[src/rtl/chipper_eject_inject_sched.sv]
// Eject/inject scheduler for the CHIPPER deflection router: golden-first ejection, local injection grant, golden-ID epochs.
// Latency: 1 cycle, so every decision on inputs sampled at an edge is registered at that edge.
// Backpressure: inj_req is held until inj_gnt pulses; starve_flag rises after STARVE_MAX blocked cycles.
module chipper_eject_inject_sched #(
    parameter logic [4:0] NODE_ID    = 5'd0,
    parameter int         EPOCH_LEN  = 16,
    parameter int         STARVE_MAX = 8
) (
    input  logic       clk,
    input  logic       rst_n,
    input  logic [9:0] nin,
    input  logic [9:0] sin,
    input  logic [9:0] ein,
    input  logic [9:0] win,
    input  logic       inj_req,
    output logic [3:0] eject_sel,
    output logic       inj_gnt,
    output logic [3:0] inj_slot,
    output logic [3:0] golden_id,
    output logic       starve_flag
);
    localparam int EW = (EPOCH_LEN > 2) ? $clog2(EPOCH_LEN) : 1;
    localparam int CW = $clog2(STARVE_MAX + 1);
    localparam logic [EW-1:0] EPOCH_LAST = EW'(EPOCH_LEN - 1);
    localparam logic [CW-1:0] SMAX       = CW'(STARVE_MAX);

    localparam logic [1:0] IDLE    = 2'd0;
    localparam logic [1:0] WAIT    = 2'd1;
    localparam logic [1:0] STARVED = 2'd2;

    logic [9:0]    flit [4];
    logic [3:0]    vld, cand, gold;
    logic [1:0]    rr_ptr, win_idx, rr_idx;
    logic          gold_hit, rr_hit;
    logic [3:0]    eject_nxt, free, free_low;
    logic [EW-1:0] epoch_cnt;
    logic          epoch_wrap;
    logic [1:0]    state, state_nxt;
    logic [CW-1:0] starve_cnt, cnt_nxt;
    logic          gnt_nxt;

    always_comb begin
        flit[0] = nin;
        flit[1] = sin;
        flit[2] = ein;
        flit[3] = win;
        for (int i = 0; i < 4; i++) begin
            vld[i]  = flit[i][9];
            cand[i] = flit[i][9] && (flit[i][4:0] == NODE_ID);
            gold[i] = cand[i] && (flit[i][8:5] == golden_id);
        end
    end

    // Golden scan runs high-to-low so the lowest index is the last (winning) write.
    always_comb begin
        gold_hit = 1'b0;
        rr_hit   = 1'b0;
        win_idx  = 2'd0;
        rr_idx   = 2'd0;
        for (int i = 3; i >= 0; i--) begin
            if (gold[i]) begin
                gold_hit = 1'b1;
                win_idx  = 2'(i);
            end
        end
        if (!gold_hit) begin
            for (int k = 0; k < 4; k++) begin
                rr_idx = rr_ptr + 2'(k);
                if (!rr_hit && cand[rr_idx]) begin
                    rr_hit  = 1'b1;
                    win_idx = rr_idx;
                end
            end
        end
        eject_nxt = (gold_hit || rr_hit) ? (4'b0001 << win_idx) : 4'b0000;
    end

    assign free     = ~vld | eject_nxt;
    assign free_low = free & (~free + 4'd1);

    // Request and grant are evaluated together, so a request seen in IDLE can be granted on the same edge.
    always_comb begin
        state_nxt = IDLE;
        cnt_nxt   = '0;
        gnt_nxt   = 1'b0;
        if (inj_req) begin
            if (|free) begin
                gnt_nxt = 1'b1;
            end else begin
                cnt_nxt   = (starve_cnt == SMAX) ? starve_cnt : starve_cnt + 1'b1;
                state_nxt = (state == STARVED || cnt_nxt == SMAX) ? STARVED : WAIT;
            end
        end
    end

    assign epoch_wrap  = (epoch_cnt == EPOCH_LAST);
    assign starve_flag = (state == STARVED);

    always_ff @(posedge clk or negedge rst_n) begin
        if (!rst_n) begin
            epoch_cnt  <= '0;
            golden_id  <= 4'd0;
            rr_ptr     <= 2'd0;
            eject_sel  <= 4'd0;
            inj_gnt    <= 1'b0;
            inj_slot   <= 4'd0;
            state      <= IDLE;
            starve_cnt <= '0;
        end else begin
            epoch_cnt <= epoch_wrap ? '0 : epoch_cnt + 1'b1;
            if (epoch_wrap) begin
                golden_id <= golden_id + 4'd1;
            end
            if (rr_hit) begin
                rr_ptr <= win_idx + 2'd1;
            end
            eject_sel  <= eject_nxt;
            inj_gnt    <= gnt_nxt;
            inj_slot   <= gnt_nxt ? free_low : 4'd0;
            state      <= state_nxt;
            starve_cnt <= cnt_nxt;
        end
    end
endmodule

[config.mk]
export PLATFORM = sky130hd
export DESIGN_NAME = chipper_eject_inject_sched
export DESIGN_NICKNAME = d
export VERILOG_FILES = /design/src/rtl/chipper_eject_inject_sched.sv
export SDC_FILE = /design/constraint.sdc
export NUM_CORES = 1
export LEC_CHECK = 0
export CAP_MARGIN = 20
export CELL_PAD_IN_SITES_DETAIL_PLACEMENT = 0
export CELL_PAD_IN_SITES_GLOBAL_PLACEMENT = 2
export CORE_MARGIN = 2
export CORE_UTILIZATION = 29
export DETAILED_ROUTE_END_ITERATION = 16
export GPL_TIMING_DRIVEN = 1
export PLACE_DENSITY = 0.89
export SYNTH_ARGS = -nofsm -noshare
export SYNTH_HDL_FRONTEND = slang
export SYNTH_SLANG_ARGS = --single-unit
[constraint.sdc]
create_clock -name clk -period 3.86 [get_ports clk]
set_input_delay 0.579 -clock clk [delete_from_list [all_inputs] [get_ports clk]]
set_output_delay 0.579 -clock clk [all_outputs]
set_load 0.02 [all_outputs]
* Word level (Yosys, flattened, before mapping) *
Index checks and enable logic that the tools add are counted.

operators by class
  reduce and logical (&&, ||, !) cells = 21
  add/subtract/negate cells = 8
  magnitude comparators = 4
  eq/ne operators = 8
  bitwise logic cells = 4
  mux-type cells = 40
  shift-type cells = 1

operators with widths
  operator                                                              count
  2-bit 2-to-1 mux                                                      12
  4-bit 2-to-1 mux                                                      6
  5-bit zero test                                                       4
  1-bit 2-to-1 mux                                                      18
  4-bit by 1-bit adder with 4-bit output, second input constant         4
  4-bit equality test                                                   4
  4-bit equality test, second input constant                            3
  2-bit by 3-bit < comparator with 1-bit output, second input constant  4
  1-bit logical AND                                                     11
  1-bit binary-select mux with 2-bit select                             4
  4-bit NOT                                                             2
  2-bit by 1-bit adder with 2-bit output, second input constant         2
  2-bit adder, second input constant                                    2
  4-bit AND                                                             1
  4-bit OR                                                              1
  4-bit OR reduction                                                    1
  1-bit by 2-bit << shifter with 4-bit output, first input constant     1
  1-bit zero test                                                       3
  2-bit equality test, second input constant                            1
  1-bit logical OR                                                      2

storage, ports and cells
  bits of input ports = 43
  word-level logic and storage cells = 94
  output and inout port bits = 14
  flip-flop bits (word level) = 25

* Depth between registers and ports, before layout *
Gate-level depths: netlist (run 1).

  depth after elaboration = 27
  gate-level depth with buffers = 12

* Worst setup path after synthesis (run 1) *
No wires, ideal clock.

  path kind = in2reg
  start point = input port ein[1]
  end point = register starve_cnt[0]
  slack = 919 ps
  stages on the path = 12
  arrival time = 2,855 ps
  library setup time = 86 ps
  required time = 3,774 ps
  cells stage by stage = or4_4 or2_0 buf_6 or2_1 a21oi_2 o32ai_2 a31o_1 ha_1 nor2_1 o2111a_1 nand2_1 nor3_1

between the ends
  word-level cells in the longest chain between the ends = 24
  elaborated cells between the ends (all ways) = 43
  those cells by class = shift: 1; mux: 30; bitwise: 1; reduce/logical: 11

RTL lines
  item                                                                             RTL line  RTL
  start: declaration                                                               13        input logic [9:0] ein,
  5-bit zero test (*)                                                              49        cand[i] = flit[i][9] && (flit[i][4:0] == NODE_ID);
  1-bit logical AND (*)                                                            49
  1-bit binary-select mux with 2-bit select                                        69        if (!rr_hit && cand[rr_idx]) begin
  1-bit 2-to-1 mux (not written as such)                                           69
  1-bit 2-to-1 mux                                                                 69
  1-bit 2-to-1 mux                                                                 66        if (!gold_hit) begin
  1-bit zero test                                                                  69
  1-bit logical AND                                                                69
  (+9 left out)                                                                    -
  2-bit 2-to-1 mux or 1-bit 2-to-1 mux (tied branches)                             66
  1-bit by 2-bit << shifter with 4-bit output or 1-bit logical OR (tied branches)  75        eject_nxt = (gold_hit || rr_hit) ? (4'b0001 << win_idx) : 4'b0000;
  4-bit 2-to-1 mux (*)                                                             75
  4-bit OR (*)                                                                     78        assign free = ~vld | eject_nxt;
  4-bit OR reduction (*)                                                           87        if (|free) begin
  4-bit 2-to-1 mux (*)                                                             87
  4-bit 2-to-1 mux (*)                                                             86        if (inj_req) begin
  net cnt_nxt[0]                                                                   39        logic [CW-1:0] starve_cnt, cnt_nxt;
  end signal: assignment                                                           121       starve_cnt <= cnt_nxt;
  end: declaration                                                                 39

Mark *: on every way through the listed nets, which the timed path passes. The rest lies on a longest branch. The select of a mux whose other input is x is not followed.
A chain may end at the register's enable or synchronous reset.

* Final worst setup path (run 1) *
  start point = input port win[1]
  end point = register starve_cnt[0]

between the ends
  word-level cells in the longest chain between the ends = 24
  elaborated cells between the ends (all ways) = 45
  those cells by class = shift: 1; mux: 32; bitwise: 1; reduce/logical: 11

RTL lines
  item                                                                             RTL line  RTL
  start: declaration                                                               14        input logic [9:0] win,
  5-bit zero test (*)                                                              49
  1-bit logical AND (*)                                                            49
  1-bit binary-select mux with 2-bit select                                        69
  1-bit 2-to-1 mux (not written as such)                                           69
  1-bit 2-to-1 mux                                                                 69
  1-bit 2-to-1 mux                                                                 66
  1-bit zero test                                                                  69
  1-bit logical AND                                                                69
  (+9 left out)                                                                    -
  2-bit 2-to-1 mux or 1-bit 2-to-1 mux (tied branches)                             66
  1-bit by 2-bit << shifter with 4-bit output or 1-bit logical OR (tied branches)  75
  4-bit 2-to-1 mux (*)                                                             75
  4-bit OR (*)                                                                     78
  4-bit OR reduction (*)                                                           87
  4-bit 2-to-1 mux (*)                                                             87
  4-bit 2-to-1 mux (*)                                                             86
  net cnt_nxt[0]                                                                   39

Marked as above.

==> flow_summary.toml, run 1 <==
[floorplanning]
die_area_sq_um = 6800
initial_core_util_pct = 30.1
rows = 28
die_y_um = 82.4
core_area_sq_um = 5920
die_width_um = 82.4
pin_count = 57

[worst_setup_path]
r2r_start = "rr_ptr[1]"
end_kind = "flop"
cp_max_fo = 6
critPathLaunchType = "input pin"
reg2reg_depth = 10
r2r_slack_ps = 1090
path_class = "in2reg"
timing.rr.end = "starve_cnt[0]"
critPathRequiredTime_ps = 4040
startpoint = "win[1]"
cp.arrival_ps = 3520

[run_status]
status = "completed"

[synthesis]
syn-instance-count = 197
yosysSeqAreaShare_pct = 35.1
syn-cell-area_sq_um = 1780
synth-edff-count = 0
async_flop_share_pct = 100
synth_top_area_cell = "dfrtp_1"
synth_warnings = 0
synth-main-ff-cell = "dfrtp_1"
avgSynthCellArea_sq_um = 9.06
netlist_top_cells_area = "dfrtp_1, xnor2_1, ha_1"
ys_seq_elements = 25
synth.top_cell.area_share_pct = 35.1
syn_nets = 248
yosys.cell_types.count = 50

[cells_and_area]
seq_area_sq_um = 626
fillers = 585
area_growth_pct = 38.6
finalNetCount = 300
antenna_cells = 0
layout-drive-gt1-share_pct = 7.66
multi_input_area_sq_um = 1070
fin_util_pct = 41.8

[routing]
wl_per_cell_um = 12.7
drc = 0
final_antenna_net_count = 0
viasPerCell = 4.92
drt_wl_total_um = 4090
num_vias = 1588
drtIter0Drc = 108
first_pass_iters = 4

[sta]
hold_violations = 0
rsz0062_at_grt = "false"
final.setup.tns_ps = 0
finalSetupViolCount = 0
worst_slew_pin_slew_ps = 533
period_needed_ps = 3340
timing.final.crit_share_pct = 86.4
max_freq_ghz = 0.300
finClkSkew_ps = 1.55
finalMaxSlewViolations = 0
slew_headroom_pct = 64.1
worst_slack_ps = 525

[power]
intPower_uw = 429
comb_power_share_pct = 25.5
peakVddDrop_uv = 134
p_sw_uw = 169
seqPwrFrac_pct = 50.0
p_clk_share_pct = 24.5
switching_share_pct = 28.3
power_leakage_nw = 0.958
power.density_nw_per_um2 = 242

[run]
max_cap_viol_count = 0

[clock_tree]
cts_buffers = 3
cts_setup_buffers = 0
path_clk_slew_ps = 80
clk_latency_ps = 260
postCtsHoldBufs = 0
clock_path_buffers = 2
cts.sinks = 25
cts_tree = "done"
cts_root_buf = "clkbuf_8"
htreeDepth = 1
ctsResizeCount = 0

[grt]
grt_use_total_pct = 12.0
grt_pass1_wl_um = 6410
grt_pass1_vias = 1410
grt-ovfl-total = 0
antenna_found_initial = 0
grt_max_degree = 26

[placement]
io_buffers = 56
dpl_worst_slack_ps = 293
gp_congestion = 0.791
hpwl_um = 3320

[hold_path]
holdCritStartpoint = "epoch_cnt[0]"
holdPathStages = 1
min_path_type = "reg2reg"
holdPathEnd = "epoch_cnt[0]"
-- layer usage --
| metal | part of all wire (%) | up-vias | GRT usage [%] | wire length [um] |
|---|---|---|---|---|
| met4 | 0 | 0 | 1.00 | 0 |
| met3 | 8.5 | 0 | 3.70 | 348 |
| met2 | 45 | 55 | 19.7 | 1830 |
| li1 | - | 811 | - | - |
| met5 | 0 | - | 0 | 0 |
| met1 | 47 | 722 | 16.1 | 1910 |
-- worst max path at each step --
stage / end
finish: starve_cnt[0]
global route: starve_cnt[0]
CTS: starve_cnt[0]
detailed placement: starve_cnt[0]
global placement: starve_cnt[0]
floorplan: starve_cnt[0]
-- power by group through the flow --
stage,Sequential [mW],Clock (mW),Combinational [mW]
6_report,0.300,0.147,0.152
3_3_place_gp,0.304,0,0.149
4_1_cts,0.298,0.152,0.150
2_1_floorplan,0.287,0,0.0906
3_5_place_dp,0.304,0,0.150
5_1_grt,0.302,0.165,0.168
-- state kept, by name, indices dropped and copies added (netlist names) --
signal,count
rr_ptr,2
epoch_cnt,4
starve_cnt,4
inj_gnt,1
golden_id,4
inj_slot,4
eject_sel,4
state,2
-- metrics by stage --
step	power (mW)	cell area [sq um]	hold slack [ps]	cells
CTS	0.601	2440	489	322
floorplan	0.378	1780	283	197
detailed placement	0.454	2400	476	318
global placement	0.453	2400	473	318
finish	0.599	2470	483	323
global route	0.635	2470	508	323
-- area by class of cell --
| class | instances | area share, % |
|---|---|---|
| Multi-Input combinational cell | 152 | 43.5 |
| Sequential cell | 25 | 25.3 |
| Timing Repair Buffer | 59 | 24.4 |
| Tap cell | 75 | 3.80 |
| Clock buffer | 4 | 1.82 |
| Inverter | 8 | 1.21 |
-- cell families after synthesis --
group           after synthesis  synth area share [%]
compound gates               43                  18.2
mux                           3                  1.82
simple gates                 76                  23.8
buf+inv                      20                  4.70
xor+xnor                     22                  10.8
flops                        25                  35.1
fa+ha+maj                     8                  5.61
-- cells in the mapped netlist, types with 2 or more instances --
master and number:
ha_1 8, xnor2_1 18, clkbuf_1 9, or2_1 2, dfrtp_1 25, nor2_1 14, or4_4 2, nor2_2 2
o21a_1 3, and2_1 6, xor2_1 4, nand3_1 6, nand2b_1 4, nand4_1 8, a31oi_1 2, nor3_1 4
mux2_2 2, o211ai_1 2, a32oi_1 3, nor4_2 3, nand2_1 14, nor2b_1 3, o21ai_0 9, inv_1 8
nor4_1 2, and3_1 4, a21oi_1 7
-- cells in the final DEF (no fill, tap or decap), drive strengths merged, types with 2 or more instances in the layout --
cell type / netlist / layout
or4: 2 / 2
o21ai: 9 / 9
nand4: 8 / 8
nand2b: 4 / 4
o32ai: 2 / 2
clkdlybuf4s50: 0 / 56
dfrtp: 25 / 25
o211ai: 2 / 2
a31oi: 2 / 2
xnor2: 18 / 18
a2111oi: 2 / 2
nand2: 14 / 14
nor2: 16 / 16
nor4: 5 / 5
ha: 8 / 8
a21oi: 8 / 8
a32oi: 3 / 3
or2: 3 / 3
mux2: 2 / 2
and3: 4 / 4
nand3: 6 / 6
and2: 6 / 6
inv: 8 / 8
nor3: 4 / 4
o21a: 3 / 3
clkbuf: 9 / 4
xor2: 4 / 4
buf: 3 / 3
nor2b: 3 / 3
-- worst max-delay path: stages --
cell and delay (ps):
clkdlybuf4s50_1 400, or4_4 550, a2111o_1 310, a2111oi_2 400, nor2_1 80, o32ai_1 180
a31oi_1 120, ha_1 230, nor2_1 100, o2111a_1 270, nand2_1 120, nor3_1 170
(Power assumes the default switching activity.)
==> run 2: changes to the inputs <==
Settings changed: CORE_MARGIN 2 to 4, CTS_CLUSTER_SIZE set to 16.
==> flow_summary.toml, run 2 (same netlist as run 1, synthesis figures left out) <==
[clock_tree]
ctsResizeCount = 0
path_clk_slew_ps = 90
cts_setup_buffers = 0
cts.sinks = 25
clk_latency_ps = 260
cts_tree = "done"
cts_buffers = 3
clock_path_buffers = 2
cts_root_buf = "clkbuf_8"
htreeDepth = 1
postCtsHoldBufs = 0

[sta]
finalMaxSlewViolations = 0
worst_slew_pin_slew_ps = 500
finClkSkew_ps = 6.07
max_freq_ghz = 0.300
rsz0062_at_grt = "false"
hold_violations = 0
slew_headroom_pct = 66.4
finalSetupViolCount = 0
timing.final.crit_share_pct = 86.2
period_needed_ps = 3330
final.setup.tns_ps = 0

[hold_path]
holdCritStartpoint = "epoch_cnt[0]"
min_path_type = "reg2reg"
holdPathStages = 1

[routing]
drt_wl_total_um = 4260
drtIter0Drc = 139
num_vias = 1599
wl_per_cell_um = 13.2
drc = 0
viasPerCell = 4.95
first_pass_iters = 4
final_antenna_net_count = 0

[worst_setup_path]
critPathLaunchType = "input pin"
worstSetupPathDepth = 12
cp_max_fo = 6
cp_common_cell = "nor2_1"
slowest_delay_ps = 550
crit_chain = "clkdlybuf4s50_1 > or4_4 > a2111o_1 > a2111oi_2 > nor2_1 > o32ai_1 > a31oi_1 > ha_1 > nor2_1 > o2111a_1 > nand2_1 > nor3_1"
cp.arrival_ps = 3520
r2r_start = "rr_ptr[1]"
critPathBufInv = 1
cpLargestDelayFamily = "compound AO/OA/AOI/OAI gates"
startpoint = "win[1]"
end_kind = "flop"
critPathRequiredTime_ps = 4050
path_class = "in2reg"
slowest_stage = "or4_4"
reg2reg_depth = 10

[run_status]
status = "completed"

[floorplanning]
die_y_um = 86.4
die_width_um = 86.4
die_area_sq_um = 7470
initial_core_util_pct = 30.0
rows = 28
core_area_sq_um = 5960
pin_count = 57

[power]
peakVddDrop_uv = 114
power_leakage_nw = 0.960
finalPower_uw = 603
power.density_nw_per_um2 = 244

[grt]
antenna_found_initial = 0
grt-ovfl-total = 0
grt_max_degree = 26
grt_pass1_wl_um = 7100
grt_pass1_vias = 1521
grt_use_total_pct = 11.4

[placement]
hpwl_um = 3470
io_buffers = 56
dpl_cell_area_sq_um = 2400
gp_congestion = 0.801

[cells_and_area]
antenna_cells = 0
area_growth_pct = 38.6
finalNetCount = 300
layout-drive-gt1-share_pct = 8.06
fillers = 594
mostFrequentLayoutCells = "clkdlybuf4s50_1, dfrtp_1, xnor2_1"
final_common_cell = "clkdlybuf4s50_1"
fin_util_pct = 41.5
final_area_sq_um = 2470

[run]
max_cap_viol_count = 0
run 2: cell count changes in the layout (fill, tap and decap cells not counted), sizes merged:
cell | previous run | this run
clkinv | 0 | 1
clkbuf | 4 | 3
run 2: path summary, 6_finish.rpt:
check                           endpoint  slack [ps]
hold reg to reg             epoch_cnt[0]         490
max in group asynchronous      rr_ptr[0]        2770
hold / removal              epoch_cnt[0]         490
setup reg to reg           starve_cnt[0]        1100
setup / recovery           starve_cnt[0]         530
min in group asynchronous    inj_slot[1]         630
run 2: per-layer routing:
| metal | GRT usage, % | vias up | routed length (um) |
|---|---|---|---|
| li1 | - | 810 | - |
| met1 | 15.7 | 737 | 2080 |
| met2 | 18.0 | 52 | 1840 |
| met3 | 3.99 | 0 | 339 |
| met4 | 0.850 | 0 | 0 |
| met5 | 0 | - | 0 |
run 2: layout make-up:
class                           count  area [sq um]  area share (%)
Sequential cell                    25           626            25.3
Clock buffer                        3          41.3            1.67
Multi-Input combinational cell    152          1070            43.4
Inverter                            8          30.0            1.21
Clock inverter                      1          5.00           0.202
Timing Repair Buffer               59           603            24.4
Tap cell                           75          93.8            3.79
run 2: report_power, final:
group | switching [mW] | internal, mW
combinational | 0.0684 | 0.0846
sequential | 0.0280 | 0.271
clock | 0.0785 | 0.0720
run 2: through the flow:
stage / setup WS (ps) / hold WS, ps / instances
after floorplan: 919 / 283 / 197
after global placement: 286 / 474 / 318
after detailed placement: 277 / 476 / 318
after CTS: 543 / 490 / 322
after global routing: 278 / 519 / 323
final: 531 / 489 / 323
run 2: worst register-to-register path, cell delays in order (launching register included):
cell and delay, ps:
dfrtp_1 550, a2111o_1 460, a2111oi_2 420, nor2_1 90, o32ai_1 180, a31oi_1 110
ha_1 230, nor2_1 110, o2111a_1 260, nand2_1 110, nor3_1 170
